$ cat src/rtl/delay_line_ctrl_pkg.sv
// Shared definitions for the programmable delay line.
//   - default sample width and stage count
//   - controller state encoding (RUN / DRAIN / SWITCH)
//   - dw_of(): width of a field able to hold 0..max_delay
package delay_line_ctrl_pkg;

    localparam int DEF_WIDTH     = 8;
    localparam int DEF_MAX_DELAY = 3;

    // Controller state encoding
    typedef logic [1:0] state_t;
    localparam logic [1:0] RUN    = 2'd0;
    localparam logic [1:0] DRAIN  = 2'd1;
    localparam logic [1:0] SWITCH = 2'd2;

    function automatic int dw_of(input int max_delay);
        return (max_delay < 1) ? 1 : $clog2(max_delay + 1);
    endfunction

endpackage

$ cat src/rtl/delay_stage.sv
// One register stage of the delay line.
//   clk, resetn  : clock, synchronous active-low reset
//   clr          : synchronous clear of the valid bit (data is kept)
//   prev_data/prev_valid : sample arriving from the previous stage
//   data/valid   : registered sample held by this stage
module delay_stage #(
    parameter int WIDTH = 8
) (
    input  logic             clk,
    input  logic             resetn,
    input  logic             clr,
    input  logic [WIDTH-1:0] prev_data,
    input  logic             prev_valid,
    output logic [WIDTH-1:0] data,
    output logic             valid
);

    always_ff @(posedge clk) begin
        if (!resetn) begin
            data  <= '0;
            valid <= 1'b0;
        end else begin
            data  <= prev_data;
            valid <= prev_valid & ~clr;
        end
    end

endmodule

$ cat src/rtl/delay_line_ctrl.sv
// Programmable-latency sample pipeline with a drain-before-switch controller.
//   clk, resetn          : clock, synchronous active-low reset
//   in_valid/in_ready/in_data    : sample input (stalled while reconfiguring)
//   out_valid/out_data   : sample from the selected tap, no backpressure
//   cfg_valid/cfg_ready/cfg_delay: delay-change request (clamped to MAX_DELAY)
//   cur_delay            : delay currently applied to the tap
//   busy                 : controller is draining or switching
module delay_line_ctrl
    import delay_line_ctrl_pkg::*;
#(
    parameter  int WIDTH       = DEF_WIDTH,
    parameter  int MAX_DELAY   = DEF_MAX_DELAY,
    parameter  int RESET_DELAY = 0,
    localparam int DW          = dw_of(MAX_DELAY)
) (
    input  logic             clk,
    input  logic             resetn,
    input  logic             in_valid,
    output logic             in_ready,
    input  logic [WIDTH-1:0] in_data,
    output logic             out_valid,
    output logic [WIDTH-1:0] out_data,
    input  logic             cfg_valid,
    output logic             cfg_ready,
    input  logic [DW-1:0]    cfg_delay,
    output logic [DW-1:0]    cur_delay,
    output logic             busy
);

    state_t                          state;
    logic [DW-1:0]                   cnt;
    logic [DW-1:0]                   pend;
    logic [DW-1:0]                   cfg_clamped;
    logic                            accept_in;
    logic                            clr;
    logic [MAX_DELAY-1:0][WIDTH-1:0] prev_data;
    logic [MAX_DELAY-1:0]            prev_valid;
    logic [MAX_DELAY-1:0][WIDTH-1:0] stage_data;
    logic [MAX_DELAY-1:0]            stage_valid;

    assign in_ready    = (state == RUN);
    assign cfg_ready   = (state == RUN);
    assign busy        = (state != RUN);
    assign accept_in   = in_valid & in_ready;
    assign clr         = (state == SWITCH);
    assign cfg_clamped = (cfg_delay > DW'(MAX_DELAY)) ? DW'(MAX_DELAY) : cfg_delay;

    // Register chain: stage 0 is fed from the input, stage k from stage k-1
    for (genvar k = 0; k < MAX_DELAY; k++) begin : g_stage
        if (k == 0) begin : g_first
            assign prev_data[k]  = in_data;
            assign prev_valid[k] = accept_in;
        end else begin : g_rest
            assign prev_data[k]  = stage_data[k-1];
            assign prev_valid[k] = stage_valid[k-1];
        end

        delay_stage #(.WIDTH(WIDTH)) u_stage (
            .clk        (clk),
            .resetn     (resetn),
            .clr        (clr),
            .prev_data  (prev_data[k]),
            .prev_valid (prev_valid[k]),
            .data       (stage_data[k]),
            .valid      (stage_valid[k])
        );
    end

    // Tap mux: delay 0 is a combinational bypass of the input
    always_comb begin
        out_data  = in_data;
        out_valid = accept_in;
        for (int k = 1; k <= MAX_DELAY; k++) begin
            if (cur_delay == DW'(k)) begin
                out_data  = stage_data[k-1];
                out_valid = stage_valid[k-1];
            end
        end
        if (state == SWITCH)
            out_valid = 1'b0;
    end

    // Reconfiguration controller. DRAIN lasts cur_delay cycles so the last
    // sample accepted before the request leaves at the old latency; SWITCH
    // then moves the tap and flushes the (now stale) stage valids.
    always_ff @(posedge clk) begin
        if (!resetn) begin
            state     <= RUN;
            cur_delay <= DW'(RESET_DELAY);
            cnt       <= '0;
            pend      <= '0;
        end else begin
            case (state)
                RUN: begin
                    if (cfg_valid) begin
                        pend <= cfg_clamped;
                        if (cfg_clamped != cur_delay) begin
                            if (cur_delay == '0) begin
                                state <= SWITCH;
                            end else begin
                                cnt   <= cur_delay - 1'b1;
                                state <= DRAIN;
                            end
                        end
                    end
                end
                DRAIN: begin
                    if (cnt == '0)
                        state <= SWITCH;
                    else
                        cnt <= cnt - 1'b1;
                end
                SWITCH: begin
                    cur_delay <= pend;
                    state     <= RUN;
                end
                default: state <= RUN;
            endcase
        end
    end

endmodule

$ cat config.mk
export PLATFORM = sky130hd
export DESIGN_NAME = delay_line_ctrl
export DESIGN_NICKNAME = d
export VERILOG_FILES = /design/src/rtl/delay_line_ctrl_pkg.sv /design/src/rtl/delay_stage.sv /design/src/rtl/delay_line_ctrl.sv
export SDC_FILE = /design/constraint.sdc
export NUM_CORES = 1
export LEC_CHECK = 0
export ABC_CLOCK_PERIOD_IN_PS = 2300
export CAP_MARGIN = 0
export CORE_MARGIN = 3
export CORE_UTILIZATION = 35
export CTS_CLUSTER_SIZE = 12
export DETAILED_ROUTE_END_ITERATION = 8
export PLACE_DENSITY = 0.56
export SYNTH_ARGS = -nofsm -noshare
export SYNTH_HDL_FRONTEND = slang
export SYNTH_HIERARCHICAL = 1
export SYNTH_SLANG_ARGS = --single-unit
$ cat constraint.sdc
create_clock -name clk -period 2.3 [get_ports clk]
set_input_delay 0.46 -clock clk [delete_from_list [all_inputs] [get_ports clk]]
set_output_delay 0.46 -clock clk [all_outputs]
set_load 0.1 [all_outputs]
==> results.md, run 1 <==
* Critical path, cell by cell: inv_4, ha_4, buf_6, a21oi_2, a221o_1, a21oi_4, buf_12
* GP Congestion at 0.742
* CP peak stage delay at 360 ps
* Die footprint at 5080 um2
* Detailed Route Iter0 Violations at 27
* RSZ-0062 raised after global routing: yes
* Top delay family on crit path: compound AO/OA/AOI/OAI gates
* CTS sink cnt at 35
* Routed len/inst at 11.5 um
* FF+latch area at 708 um2
* Max-slew headroom at 79.0%
* Synthesis-to-finish area growth at 47.0%
* RR Endpoint: cnt[0]
* Design Power at 1.40 mW
* Yosys warnings at 6
* Maximum vdd ir drop at 0.308 mV
* Count of pins over their slew limit at 0
* Status: finished, final reports clean
* Clk buf depth at 2
* Initial antenna violation count at 0
* Global-route wire length before repair at 4.80 mm
* Port bufs at 27
* Clock transition at the registers of the reported paths at 60 ps
* Final min period at 2240 ps
* Nets at 215
* TritonCTS clock tree: done
* Worst Path Required at 1840 ps
* Hold Fails Final Rpt at 0
* CP Launch Point: cur_delay[1]
* Crit path max fanout at 5
* Tcrit/Tclk final at 97.3%
* Worst Reg2Reg Path Length in Cells at 5
* Post-synthesis cell area at 1490 um2
* First-pass DRT Iterations at 2
* Fin Clk Skew at 1.44 ps
* CP bufs+invs at 3
* Num CTS Buffers at 5
* DP HPWL at 1.98 mm
* Die width at 71.3 um
* Flip-flop and latch count after synthesis at 35
* Fin Setup TNS at 0 ps
* Clock latency on the worst-skew pair at 280 ps
* Vias in the first global route at 1084
* Hold Slack at 467 ps
* Global route overflow at 0
* Worst hold stages at 2
* Fillcell total at 377
* Min-delay src: cnt[1]
* Vias post-DR at 1142
* R2r setup slk at 950 ps
* Cts hold-fix bufs at 0
* CP max stage cell: dfxtp_4
* Root buffer cell: clkbuf_8
* Power Dens Cells at 636 nW/um2
* Synth unique cells at 25
* Worst R2R Start: cur_delay[1]
* Max-Cap Viols at 0
* Die height at 71.3 um
* Via density at 4.62
* Share of cells above drive strength 1 at 39.6%
* GRT Resource Usage Total at 12.3%
* Post-Route WL at 2.85 mm
* Leak pwr at 0.908 nW
* Antenna-violating nets left at 0
* H-tree depth at 2
* Worst-margin pin slew at 315 ps
* Multi-input combinational cell area at 872 um2
* Crit start category: flop
* Largest net degree at the start of global routing at 38
* Final setup fails at 0
* Highest clock rate at 447 MHz
* Num rows at 23
* Remaining DRCs at 0
* CP Capture Type: primary output
* WP data arrival at 1780 ps
* Core area at 4060 um2
* HP Class: reg2reg
* Boundary Pins at 28
* WHS Endpoint: cnt[1]
* Initial Utilization at 36.8%
* Kind of critical path: reg2out
* Diode count at 0
* Sequential-to-total area share from yosys stat at 46.9%
* Mean Syn Cell Area at 9.51 um2
* Syn Nets at 176
* Cells after Synth at 157
-- cell usage in the layout, fill, tap and decap left out, drive strengths merged, types with 2 or more instances in the layout --
cell	instances
and2	26
nor2	13
o21ai	8
a21oi	11
and3b	3
clkdlybuf4s50	13
ha	5
nand2	16
nor2b	4
inv	6
buf	26
xnor2	2
clkbuf	7
mux2i	14
dfxtp	35
-- final cells by class --
type,instances,area share (%)
clock buffer,7,3.48
clock inverter,1,0.228
sequential,35,32.3
inverter,6,1.14
multi-input combinational,109,39.7
tap,50,2.85
timing repair buffer,39,20.3
-- how the worst max path moves through the flow --
stage	end	slack, ps	depth (start not counted)
3_5_place_dp	out_valid	120	5
3_3_place_gp	out_valid	150	5
5_1_grt	out_valid	-20	7
6_report	out_valid	60	7
2_1_floorplan	out_valid	-160	6
4_1_cts	out_valid	1	7
-- metal layers --
layer | global-route usage (%) | vias up | wire length, um
met2 | 21.1 | 18 | 1440
li1 | - | 590 | -
met4 | 5.01 | 0 | 48
met3 | 4.63 | 5 | 115
met1 | 13.6 | 529 | 1240
met5 | 0 | - | 0
-- worst min-delay path, cell delays in order, from the launching register on --
cell,delay (ps)
dfxtp_1,310
nand2_1,50
mux2i_1,60
-- where the power goes --
group	internal [mW]	total [mW]	leakage, nW	switching [mW]
combinational	0.135	0.342	0.577	0.207
sequential	0.630	0.643	0.289	0.0136
clock	0.212	0.409	0.0422	0.197
-- Yosys cell counts (all sizes together) --
cell     n  area (um2)
o211ai   1        7.51
mux2i   14         140
nor2b    4        25.0
inv      6        22.5
clkbuf   2        7.51
o21ai    8        40.0
buf      5        25.0
xnor2    2        17.5
nor2    13        56.3
nand2   16        60.1
a311oi   1        15.0
ha       5        62.6
o21a     1        7.51
a221o    1        10.0
and3b    3        26.3
a21oi   11        55.1
dfxtp   35         701
and2    26         193
or2b     1        7.51
nand3b   1        7.51
and3     1        6.26
-- cell families after synthesis --
logic type,after synthesis,share of synthesized area [%]
AOI/OAI and AO/OA,23,9.05
and+or+nand+nor,65,25.6
buffers and inverters,13,3.69
xor gates and xnor gates,2,1.17
adders and majority gates,5,4.19
muxes,14,9.39
DFF,35,46.9
-- stage by stage --
stage | std cells | setup WS, ps | cell area, um2 | util [%]
3_3_place_gp | 231 | 149 | 2030 | 50.0
5_1_grt | 247 | -23.5 | 2190 | 54.1
2_1_floorplan | 157 | -160 | 1640 | -
3_5_place_dp | 231 | 121 | 2030 | 50.0
6_report | 247 | 61.4 | 2190 | 54.1
4_1_cts | 242 | 1.45 | 2140 | 52.7
-- flip-flops by register name, indices dropped and copies added, names as in the netlist --
| name | cells |
|---|---|
| g_stage.u_stage/data | 24 |
| cnt | 2 |
| pend | 2 |
| cur_delay | 2 |
| state | 2 |
| g_stage.u_stage/valid | 3 |
-- timing repair --
item	in CTS	in global routing
setup buffers	3	5
gates resized for setup	1	5
setup endpoints to repair	1	7
pin swaps	0	2
Power figures use the tool's default switching activity.
==> run 2: changes to the inputs <==
--- a/config.mk
+++ b/config.mk
@@ -11,6 +11,7 @@
 export CORE_UTILIZATION = 35
 export CTS_CLUSTER_SIZE = 12
 export DETAILED_ROUTE_END_ITERATION = 8
+export GPL_TIMING_DRIVEN = 0
 export PLACE_DENSITY = 0.56
 export SYNTH_ARGS = -nofsm -noshare
 export SYNTH_HDL_FRONTEND = slang
==> run 2 against run 1 <==
Against the previous run: count of clock-buffer cells in the layout rose by 1; combinational power fell by 7.9%; register-to-register slack barely moved; die area did not move; global-route usage rose by 0.62 points; cell count rose by 0.40%; non-clock buffer count rose by 1; power rose by 3.0%; largest cell class unchanged.
==> results.md, run 2 (same netlist as run 1, synthesis figures left out) <==
* DP HPWL at 2.15 mm
* Clock latency on the worst-skew pair at 280 ps
* Clk buf depth at 2
* Num rows at 23
* Share of cells above drive strength 1 at 35.9%
* Vias in the first global route at 1111
* WP data arrival at 1750 ps
* Root buffer cell: clkbuf_8
* Critical path, cell by cell: inv_2, ha_1, buf_6, buf_6, nor2_2, a21oi_2, o21ai_4, buf_6
* Largest net degree at the start of global routing at 29
* Final min period at 2210 ps
* Top delay family on crit path: buffers and inverters
* GP Congestion at 0.740
* Global route overflow at 0
* Clock transition at the registers of the reported paths at 60 ps
* Num CTS Buffers at 5
* CP Capture Type: primary output
* CP bufs+invs at 4
* Diode count at 0
* Design Power at 1.44 mW
* CP peak stage delay at 390 ps
* Crit path max fanout at 10
* Nets at 216
* Maximum vdd ir drop at 0.335 mV
* Leak pwr at 0.911 nW
* Count of pins over their slew limit at 0
* Final setup fails at 0
* Port bufs at 27
* Highest clock rate at 453 MHz
* Worst R2R Start: cur_delay[1]
* Synthesis-to-finish area growth at 43.5%
* Worst path most repeated cell: buf_6
* Biggest regs: g_stage.u_stage/data x24, g_stage.u_stage/valid x3
* Placed Instances at 234
* Power Dens Cells at 670 nW/um2
* TritonCTS clock tree: done
* Hold Fails Final Rpt at 0
* CP Launch Point: cur_delay[0]
* Finished Layout Cells at 248
* Tcrit/Tclk final at 95.9%
* Antenna-violating nets left at 0
* Worst-margin pin slew at 969 ps
* Status: finished, final reports clean
* Pre-CTS worst setup slack at -793 ps
* Largest register FFs at 24
* GRT Resource Usage Total at 12.9%
* Min-delay src: g_stage[1].u_stage/data[3]
* Max-slew headroom at 35.3%
* CP max stage cell: dfxtp_4
* CTS sink cnt at 35
* Die width at 71.3 um
* Max-Cap Viols at 0
* Initial antenna violation count at 0
* HP Class: reg2reg
* Leading cell type in the layout, fill and taps excluded: dfxtp_1
* Detailed Route Iter0 Violations at 45
* Die footprint at 5080 um2
* Fin Clk Skew at 1.49 ps
* Die height at 71.3 um
* Fin worst setup slack at 94.1 ps
* H-tree depth at 2
* Remaining DRCs at 0
* Via density at 4.65
* Global-route wire length before repair at 5.06 mm
* Post-Route WL at 3.09 mm
* Initial Utilization at 36.8%
* Kind of critical path: reg2out
* Vias post-DR at 1152
* Crit start category: flop
* Core area at 4060 um2
* First-pass DRT Iterations at 4
* Most frequent cells in the layout: 33 x dfxtp_1, 24 x and2_2, 16 x nand2_1
* Worst Path Required at 1840 ps
* Boundary Pins at 28
* Routed len/inst at 12.4 um
* Largest register by flop count: g_stage.u_stage/data
## run 2: changes by cell type in the layout (fill, tap and decap cells not counted), sizes merged
cell / change
clkinv: -1
dlygate4sd2: +3
dlymetal6s2s: +1
buf: -5
clkbuf: +3
## run 2: what timing repair did
action	in CTS	in global routing
hold buffers	0	0
gates cloned	0	0
setup endpoints to repair	13	11
buffers inserted	0	7
resized for setup	73	5
pin swaps	2	2
## run 2: metrics by stage
step	util (%)	area (um2)	TNS (ps)	hold slack, ps
after floorplan	-	1640	-160	438
after global routing	52.8	2140	-3.75	490
final	52.8	2140	0	469
after CTS	51.5	2090	0	476
after detailed placement	48.7	1970	-7050	458
after global placement	48.7	1970	-6950	450
## run 2: report_power, final
group	switching, mW	internal, mW
clock network	0.206	0.273
logic	0.203	0.112
registers	0.0128	0.629
total	0.422	1.01
## run 2: final timing paths
check                                             endpoint  slack [ps]  depth (start not counted)
worst max-delay path                           out_data[0]          90                          8
worst min-delay path            g_stage[2].u_stage/data[3]         470                          1
worst max register to register                      cnt[0]         940                          5
worst min register to register  g_stage[2].u_stage/data[3]         470                          1
## run 2: cell type report
| cell class | instances | area [um2] |
|---|---|---|
| Tap cell | 50 | 62.6 |
| Sequential cell | 35 | 708 |
| Buffer | 6 | 48.8 |
| Fill cell | 376 | 1920 |
| Timing Repair Buffer | 34 | 340 |
| Multi-Input combinational cell | 109 | 857 |
| Inverter | 6 | 25.0 |
| Clock buffer | 8 | 100 |
## run 2: metal layers
metal | vias up | track usage [%] | share of wire (%)
li1 | 595 | - | -
met3 | 7 | 3.51 | 3.8
met1 | 532 | 14.6 | 44
met4 | 0 | 6.89 | 2.1
met5 | - | 0 | 0
met2 | 18 | 21.9 | 50
